<file path="config.mk">
export PLATFORM = sky130hd
export DESIGN_NAME = rf_write_arbiter
export DESIGN_NICKNAME = d
export VERILOG_FILES = /design/src/rtl/rf_write_arbiter.sv
export SDC_FILE = /design/constraint.sdc
export NUM_CORES = 1
export LEC_CHECK = 0
export ABC_AREA = 1
export CORE_AREA = 2 2 105 107
export CTS_CLUSTER_DIAMETER = 40
export DETAILED_ROUTE_END_ITERATION = 7
export DIE_AREA = 0 0 107 109
export MAX_ROUTING_LAYER = met4
export PLACE_DENSITY = 0.82
export SLEW_MARGIN = 20
export SYNTH_ARGS = -nofsm -noshare
export SYNTH_HDL_FRONTEND = slang
export SYNTH_SLANG_ARGS = --single-unit
</file>
<file path="constraint.sdc">
create_clock -name clk -period 2.1 [get_ports clk]
set_input_delay 0.315 -clock clk [delete_from_list [all_inputs] [get_ports clk]]
set_output_delay 0.315 -clock clk [all_outputs]
set_load 0.005 [all_outputs]
</file>
<file path="src/rtl/rf_write_arbiter.sv">
// Purpose: arbitrates two register-file write requesters onto one registered write port,
//          with combinational read-hazard lookup and saturating per-requester stall counters.
// Latency: grant (ready) is combinational in RUN; an accepted write drives the port one cycle later.
// Backpressure: readys are low in INIT/HALT and for the loser of a conflict. The arbitration policy
//          is fixed priority (requester 0 wins), or round-robin when RF_ARB_RR_EN is defined.
module rf_write_arbiter #(
    parameter int DWIDTH = 32,
    parameter int CWIDTH = 16
) (
    input  logic              clk,
    input  logic              rst,
    input  logic              wb0_valid_i,
    input  logic [4:0]        wb0_rd_i,
    input  logic [DWIDTH-1:0] wb0_data_i,
    output logic              wb0_ready_o,
    input  logic              wb1_valid_i,
    input  logic [4:0]        wb1_rd_i,
    input  logic [DWIDTH-1:0] wb1_data_i,
    output logic              wb1_ready_o,
    input  logic              halt_i,
    input  logic [4:0]        rs1_i,
    input  logic [4:0]        rs2_i,
    output logic              rs1_pending_o,
    output logic              rs2_pending_o,
    output logic [4:0]        rd_o,
    output logic [DWIDTH-1:0] datawb_o,
    output logic              regwren_o,
    output logic [CWIDTH-1:0] stall0_cnt_o,
    output logic [CWIDTH-1:0] stall1_cnt_o
);

    typedef enum logic [1:0] {INIT, RUN, HALT} state_t;

    state_t state;
    state_t state_nxt;
    logic   run_en;
    logic   grant0;
    logic   grant1;

    // State register; reset overrides halt and every request.
    always_ff @(posedge clk) begin
        if (rst) state <= INIT;
        else     state <= state_nxt;
    end

    // Next state, plus the "grants allowed" qualifier that only RUN raises.
    always_comb begin
        state_nxt = state;
        run_en    = 1'b0;
        case (state)
            INIT: state_nxt = RUN;
            RUN: begin
                run_en = !rst;
                if (halt_i) state_nxt = HALT;
            end
            HALT: if (!halt_i) state_nxt = RUN;
            default: state_nxt = INIT;
        endcase
    end

`ifdef RF_ARB_RR_EN
    // Set when requester 1 took the most recent grant; reset value lets requester 0 win first.
    logic last_was1;

    // Pointer moves only on an actual grant.
    always_ff @(posedge clk) begin
        if (rst)         last_was1 <= 1'b1;
        else if (grant0) last_was1 <= 1'b0;
        else if (grant1) last_was1 <= 1'b1;
    end

    // On conflict, grant whichever requester was not served last.
    always_comb begin
        grant0 = run_en && wb0_valid_i && (!wb1_valid_i || last_was1);
        grant1 = run_en && wb1_valid_i && (!wb0_valid_i || !last_was1);
    end
`else
    // Fixed priority: the pipeline writeback always wins a conflict.
    always_comb begin
        grant0 = run_en && wb0_valid_i;
        grant1 = run_en && wb1_valid_i && !wb0_valid_i;
    end
`endif

    assign wb0_ready_o = grant0;
    assign wb1_ready_o = grant1;

    // Registered write port; writes to x0 are consumed without a write pulse and leave rd/data held.
    always_ff @(posedge clk) begin
        if (rst) begin
            regwren_o <= 1'b0;
            rd_o      <= 5'd0;
            datawb_o  <= '0;
        end else if (grant0 && (wb0_rd_i != 5'd0)) begin
            regwren_o <= 1'b1;
            rd_o      <= wb0_rd_i;
            datawb_o  <= wb0_data_i;
        end else if (grant1 && (wb1_rd_i != 5'd0)) begin
            regwren_o <= 1'b1;
            rd_o      <= wb1_rd_i;
            datawb_o  <= wb1_data_i;
        end else begin
            regwren_o <= 1'b0;
        end
    end

    // Stall counters count waiting cycles in any state and stick at all-ones.
    always_ff @(posedge clk) begin
        if (rst) begin
            stall0_cnt_o <= '0;
            stall1_cnt_o <= '0;
        end else begin
            if (wb0_valid_i && !grant0 && (stall0_cnt_o != {CWIDTH{1'b1}}))
                stall0_cnt_o <= stall0_cnt_o + 1'b1;
            if (wb1_valid_i && !grant1 && (stall1_cnt_o != {CWIDTH{1'b1}}))
                stall1_cnt_o <= stall1_cnt_o + 1'b1;
        end
    end

    // Hazard lookup: a source is pending if any requester or the output register targets it (x0 never).
    always_comb begin
        rs1_pending_o = (rs1_i != 5'd0) &&
                        ((wb0_valid_i && (wb0_rd_i == rs1_i)) ||
                         (wb1_valid_i && (wb1_rd_i == rs1_i)) ||
                         (regwren_o && (rd_o == rs1_i)));
        rs2_pending_o = (rs2_i != 5'd0) &&
                        ((wb0_valid_i && (wb0_rd_i == rs2_i)) ||
                         (wb1_valid_i && (wb1_rd_i == rs2_i)) ||
                         (regwren_o && (rd_o == rs2_i)));
    end

endmodule

</file>
== After elaboration in Yosys (flattened, before gate mapping) ==
Cells that the tools add are included.

* Add/sub/neg operators: 2
* Equality and inequality tests: 12
* Multiplexer cells: 10
* Reductions and logical operators: 32

{| class="wikitable"
|+ Operators with widths
! operator !! count
|-
| 32-bit 2-to-1 mux || 2
|-
| 16-bit by 1-bit adder with 16-bit output, second input constant || 2
|-
| 16-bit inequality test, second input constant || 2
|-
| 5-bit equality test || 6
|-
| 5-bit nonzero test || 4
|-
| 1-bit logical AND || 17
|-
| 5-bit 2-to-1 mux || 2
|-
| 2-bit case mux with 3 select lines || 1
|-
| 1-bit zero test || 4
|-
| 1-bit logical OR || 4
|-
| 2-bit 2-to-1 mux || 2
|-
| 2-bit inequality test, second input constant || 2
|-
| 1-bit 2-to-1 mux || 3
|-
| 2-bit by 1-bit equality test with 1-bit output, second input constant || 1
|-
| 2-bit equality test, second input constant || 1
|-
| 2-bit zero test || 1
|-
| 2-bit AND reduction || 1
|-
| 2-bit nonzero test || 1
|}

* Register bits: 72
* Bits of input ports: 89
* Output and inout bits: 74
* Logic and storage cells: 62

== Longest topological paths before layout ==
Gate-level depths: netlist (run 1).

* Depth after elaboration: 7
* Depth in mapped cells: 11
* Depth with buffers taken out: 10

== Least setup slack after synthesis (run 1) ==
Ideal clock, no wire load.

* Path kind: reg-to-reg
* Start point: register stall1_cnt_o[0]
* End point: register stall1_cnt_o[6]
* Library setup time: 0.113 ns
* Data arrival time: 1.426 ns
* Data required time: 1.987 ns
* Slack: 0.562 ns
* Cell stages (with the launch flop): 12
* Buffers on the path: 1
* Clock period less this slack: 1.538 ns
* Path through: dfxtp_1 > ha_1 > nand3_1 > inv_1 > nand2_1 > inv_1 > nand2_1 > nand2_4 > buf_4 > nand2_1 > nand2_1 > nor2_1

* Cells in the longest elaborated chain, start to end: 2
* Elaborated cells on any way between the ends: 3
* Those cells by class: add/sub: 1; eq/ne: 1; reduce/logical: 1

{| class="wikitable"
|+ Ends and longest elaborated chain
! what !! RTL line !! text
|-
| start: declaration || 29 || <nowiki>output logic [CWIDTH-1:0] stall1_cnt_o</nowiki>
|-
| start signal: assignment || 116 || <nowiki>stall1_cnt_o <= stall1_cnt_o + 1'b1;</nowiki>
|-
| branches (longest 2 deep; another with 16-bit by 1-bit adder with 16-bit output) || n/a ||
|}

Parallel ways; which one is timed is not known.
A chain may end at the register's enable or synchronous reset.

== Final worst setup path (run 1) ==
* Start point: register state[1]
* End point: output port wb0_ready_o

* Cells in the longest elaborated chain, start to end: 3

{| class="wikitable"
|+ Ends and longest elaborated chain
! what !! RTL line !! text
|-
| start: declaration || 34 || <nowiki>state_t state;</nowiki>
|-
| start signal: assignment || 43 || <nowiki>else state <= state_nxt;</nowiki>
|-
| 2-bit by 1-bit equality test with 1-bit output || 50 || <nowiki>case (state)</nowiki>
|-
| 1-bit 2-to-1 mux || 50 ||
|-
| 1-bit logical AND || 80 || <nowiki>grant0 = run_en && wb0_valid_i;</nowiki>
|-
| end: declaration || 15 || <nowiki>output logic wb0_ready_o,</nowiki>
|}

Every way passes these cells.

==> flow_summary.json, run 1 <==
{
  "synth_seq_cells": 72,
  "drt_iter0_markers": 356,
  "syn_area_sq_mm": 0.00480,
  "yosysTopAreaCellShare_pct": 30.0,
  "path_class": "reg2out",
  "syn-num-nets": 866,
  "final_core_util_pct": 64.7,
  "place_congestion": 0.985,
  "finalHoldViolCount": 0,
  "core_area_sq_mm": 0.0106,
  "grt_pass1_wl_mm": 22.7,
  "powerDensity_mw_per_mm2": 487,
  "rsz0062_at_grt": "no",
  "grt_max_degree": 46,
  "cts-root-buf": "clkbuf_8",
  "n_antenna_cell": 0,
  "async_flop_share_pct": 0,
  "clock.fmax_mhz": 501,
  "power.total_mw": 3.34,
  "final_common_cell": "nand2_1",
  "reg2reg_depth": 10,
  "io_buffers": 162,
  "cts_inserted_buffers": 9,
  "ys_types": 32,
  "die_w_um": 107,
  "path_max_fanout": 5,
  "io-pin-count": 163,
  "crit_chain": "inv_1, nand3_4, nor2_8, clkdlybuf4s50_1",
  "cts_resized": 19,
  "synthTopCellsByArea": "dfxtp_1 (30%), nand2_1 (14%), nand3_1 (12%)",
  "p_leak_nw": 3.09,
  "max-slew-margin-rel_pct": 60.7,
  "fin_crit_ns": 2.00,
  "final_cell_mix": "nand2_1 (175), clkdlybuf4s50_1 (142), inv_1 (122), nand3_1 (119), nor2_1 (109)",
  "ys_warn_count": 0,
  "yosys.area.top_type": "dfxtp_1",
  "synthCells": 775,
  "crit_arrival_ns": 1.68,
  "synth_edf_count": 0,
  "antenna_found_initial": 0,
  "critical_path_required_ns": 1.78,
  "critical_path_cell_count": 4,
  "skew_ns": 0.00915,
  "via_per_inst": 4.95,
  "critPathMaxStageDelay_ns": 0.57,
  "hpwl_mm": 10.5,
  "timing.final.crit_share_pct": 95.1,
  "endpoint_kind": "primary output",
  "synthFlopType": "dfxtp_1",
  "dr.pass1.iters": 5,
  "drc": 0,
  "ys_seq_area_share_pct": 30.0,
  "drt.antenna.violating_nets": 0,
  "num_vias": 5423,
  "routedWlPerCell_um": 12.8,
  "die_y_um": 109,
  "nets": 1042,
  "cpMaxStageDelayCell": "clkdlybuf4s50_1",
  "wl_mm": 14.0,
  "syn-mean-instance-area_sq_um": 6.19,
  "postCtsHoldBufs": 0,
  "clk_latency_ns": 0.35,
  "rows": 38,
  "outcome": "complete, no violations",
  "num-fill-cells": 1005,
  "holdPathStages": 2,
  "cap_violations": 0,
  "die_area_sq_mm": 0.0117,
  "overflow": 0,
  "h-tree-depth": 3,
  "maxSlewViolCount": 0,
  "hold_path_class": "reg2reg",
  "area_growth_pct": 42.9,
  "grt_usage_pct": 25.0,
  "tightest_slew_ns": 0.590,
  "layout-drive-gt1-share_pct": 9.32,
  "clkTransAtPathRegs_ns": 0.07,
  "cts_sinks": 72,
  "cp.buffers_inverters": 2,
  "grt_pass1_vias": 4819,
  "cts_tree": "built",
  "cp-start-kind": "flip-flop",
  "start_util_pct": 45.3,
  "clock_path_buffers": 2,
  "final-setup-viol-count": 0,
  "vdd_drop_max_v": 0.000352,
  "crit_family": "buffers and inverters",
  "post_cts_buffers": 0
}
-- synth_stat cells (2+ instances only) --
cell,count
nand2_1,175
inv_1,124
nand3_1,119
nor2_1,109
dfxtp_1,72
a21oi_1,44
o21ai_0,25
nand3_2,20
xor2_1,14
buf_2,13
a21oi_2,10
nand4_1,10
clkbuf_1,9
nand2_4,3
nor3_1,3
buf_4,2
buf_6,2
buf_8,2
ha_1,2
nand3b_1,2
nor2_8,2
o21ai_1,2
xnor2_1,2
-- worst reg2reg max path, cell delays in order, from the launching register on --
cell and delay [ns]:
dfxtp_1 0.40, ha_1 0.27, nand2_1 0.09, nor2_1 0.18, nand2_1 0.14, nor2_1 0.14, nand2_1 0.24, nand2_1 0.12
nand2_1 0.05, nand2_1 0.05, nor2_1 0.04
-- path summary, 6_finish.rpt --
path                                        to                         start  slack, ns
setup / recovery                   wb0_ready_o         state[1]$_SDFFE_PP0P_       0.10
hold / removal        datawb_o[2]$_SDFFE_PP0P_      datawb_o[2]$_SDFFE_PP0P_       0.48
setup reg to reg  stall0_cnt_o[9]$_SDFFE_PP0P_  stall0_cnt_o[1]$_SDFFE_PP0P_       0.25
hold reg to reg       datawb_o[2]$_SDFFE_PP0P_      datawb_o[2]$_SDFFE_PP0P_       0.48
-- registers in the layout, summed over array words and instances (netlist names) --
register and count:
stall0_cnt_o 16, rd_o 5, state 2, regwren_o 1
datawb_o 32, stall1_cnt_o 16
-- cell type report --
type	count	area, sq um	area share (%)
multi-input combinational	549	2720	39.6
timing repair buffer	193	1860	27.1
tap	140	175	2.55
clock inverter	3	42.5	0.620
clock buffer	12	145	2.12
inverter	126	478	6.97
sequential	72	1440	21.0
-- layer usage --
metal | vias up | global-route usage, % | wire length (um)
met5 | - | - | 0
met4 | 0 | 6.77 | 214
met3 | 18 | 6.63 | 1080
met2 | 199 | 41.6 | 6640
met1 | 2407 | 30.2 | 6100
li1 | 2799 | - | -
-- cells by family (layout without fill, tap and decap cells) --
logic type               Yosys count  count (layout)  synth area share, %
adder cells (fa/ha/maj)            3               3                0.730
flip-flops                        72              72                 30.0
AND/OR/NAND/NOR                  448             448                 43.5
buffers and inverters            154             334                 13.4
AO/OA/AOI/OAI                     82              82                 9.38
XOR/XNOR                          16              16                 2.92
-- through the flow --
step	setup TNS, ns	worst slack [ns]	instances	area (sq um)	hold slack [ns]
final	0	0.103	1095	6860	0.483
after global routing	0	0.0242	1095	6860	0.507
after CTS	0	0.0151	1095	6850	0.485
after detailed placement	-0.957	-0.194	1080	6680	0.475
after global placement	-0.469	-0.203	1080	6680	0.470
after floorplan	0	0.562	775	4800	0.451
-- power breakdown --
part	leakage, nW	internal, mW	switching, mW
clock	0.0925	0.575	0.527
sequential	0.587	1.43	0.0602
combinational	2.41	0.395	0.356
Power figures use the tool's default switching activity.
==> run 2: changes to the inputs <==
--- a/config.mk
+++ b/config.mk
@@ -10,6 +10,7 @@
 export CTS_CLUSTER_DIAMETER = 40
 export DETAILED_ROUTE_END_ITERATION = 7
 export DIE_AREA = 0 0 107 109
+export HOLD_SLACK_MARGIN = 0.06
 export MAX_ROUTING_LAYER = met4
 export PLACE_DENSITY = 0.82
 export SLEW_MARGIN = 20
==> results of run 2 <==
No change in the layout: final DEF, timing and power equal those of run 1.
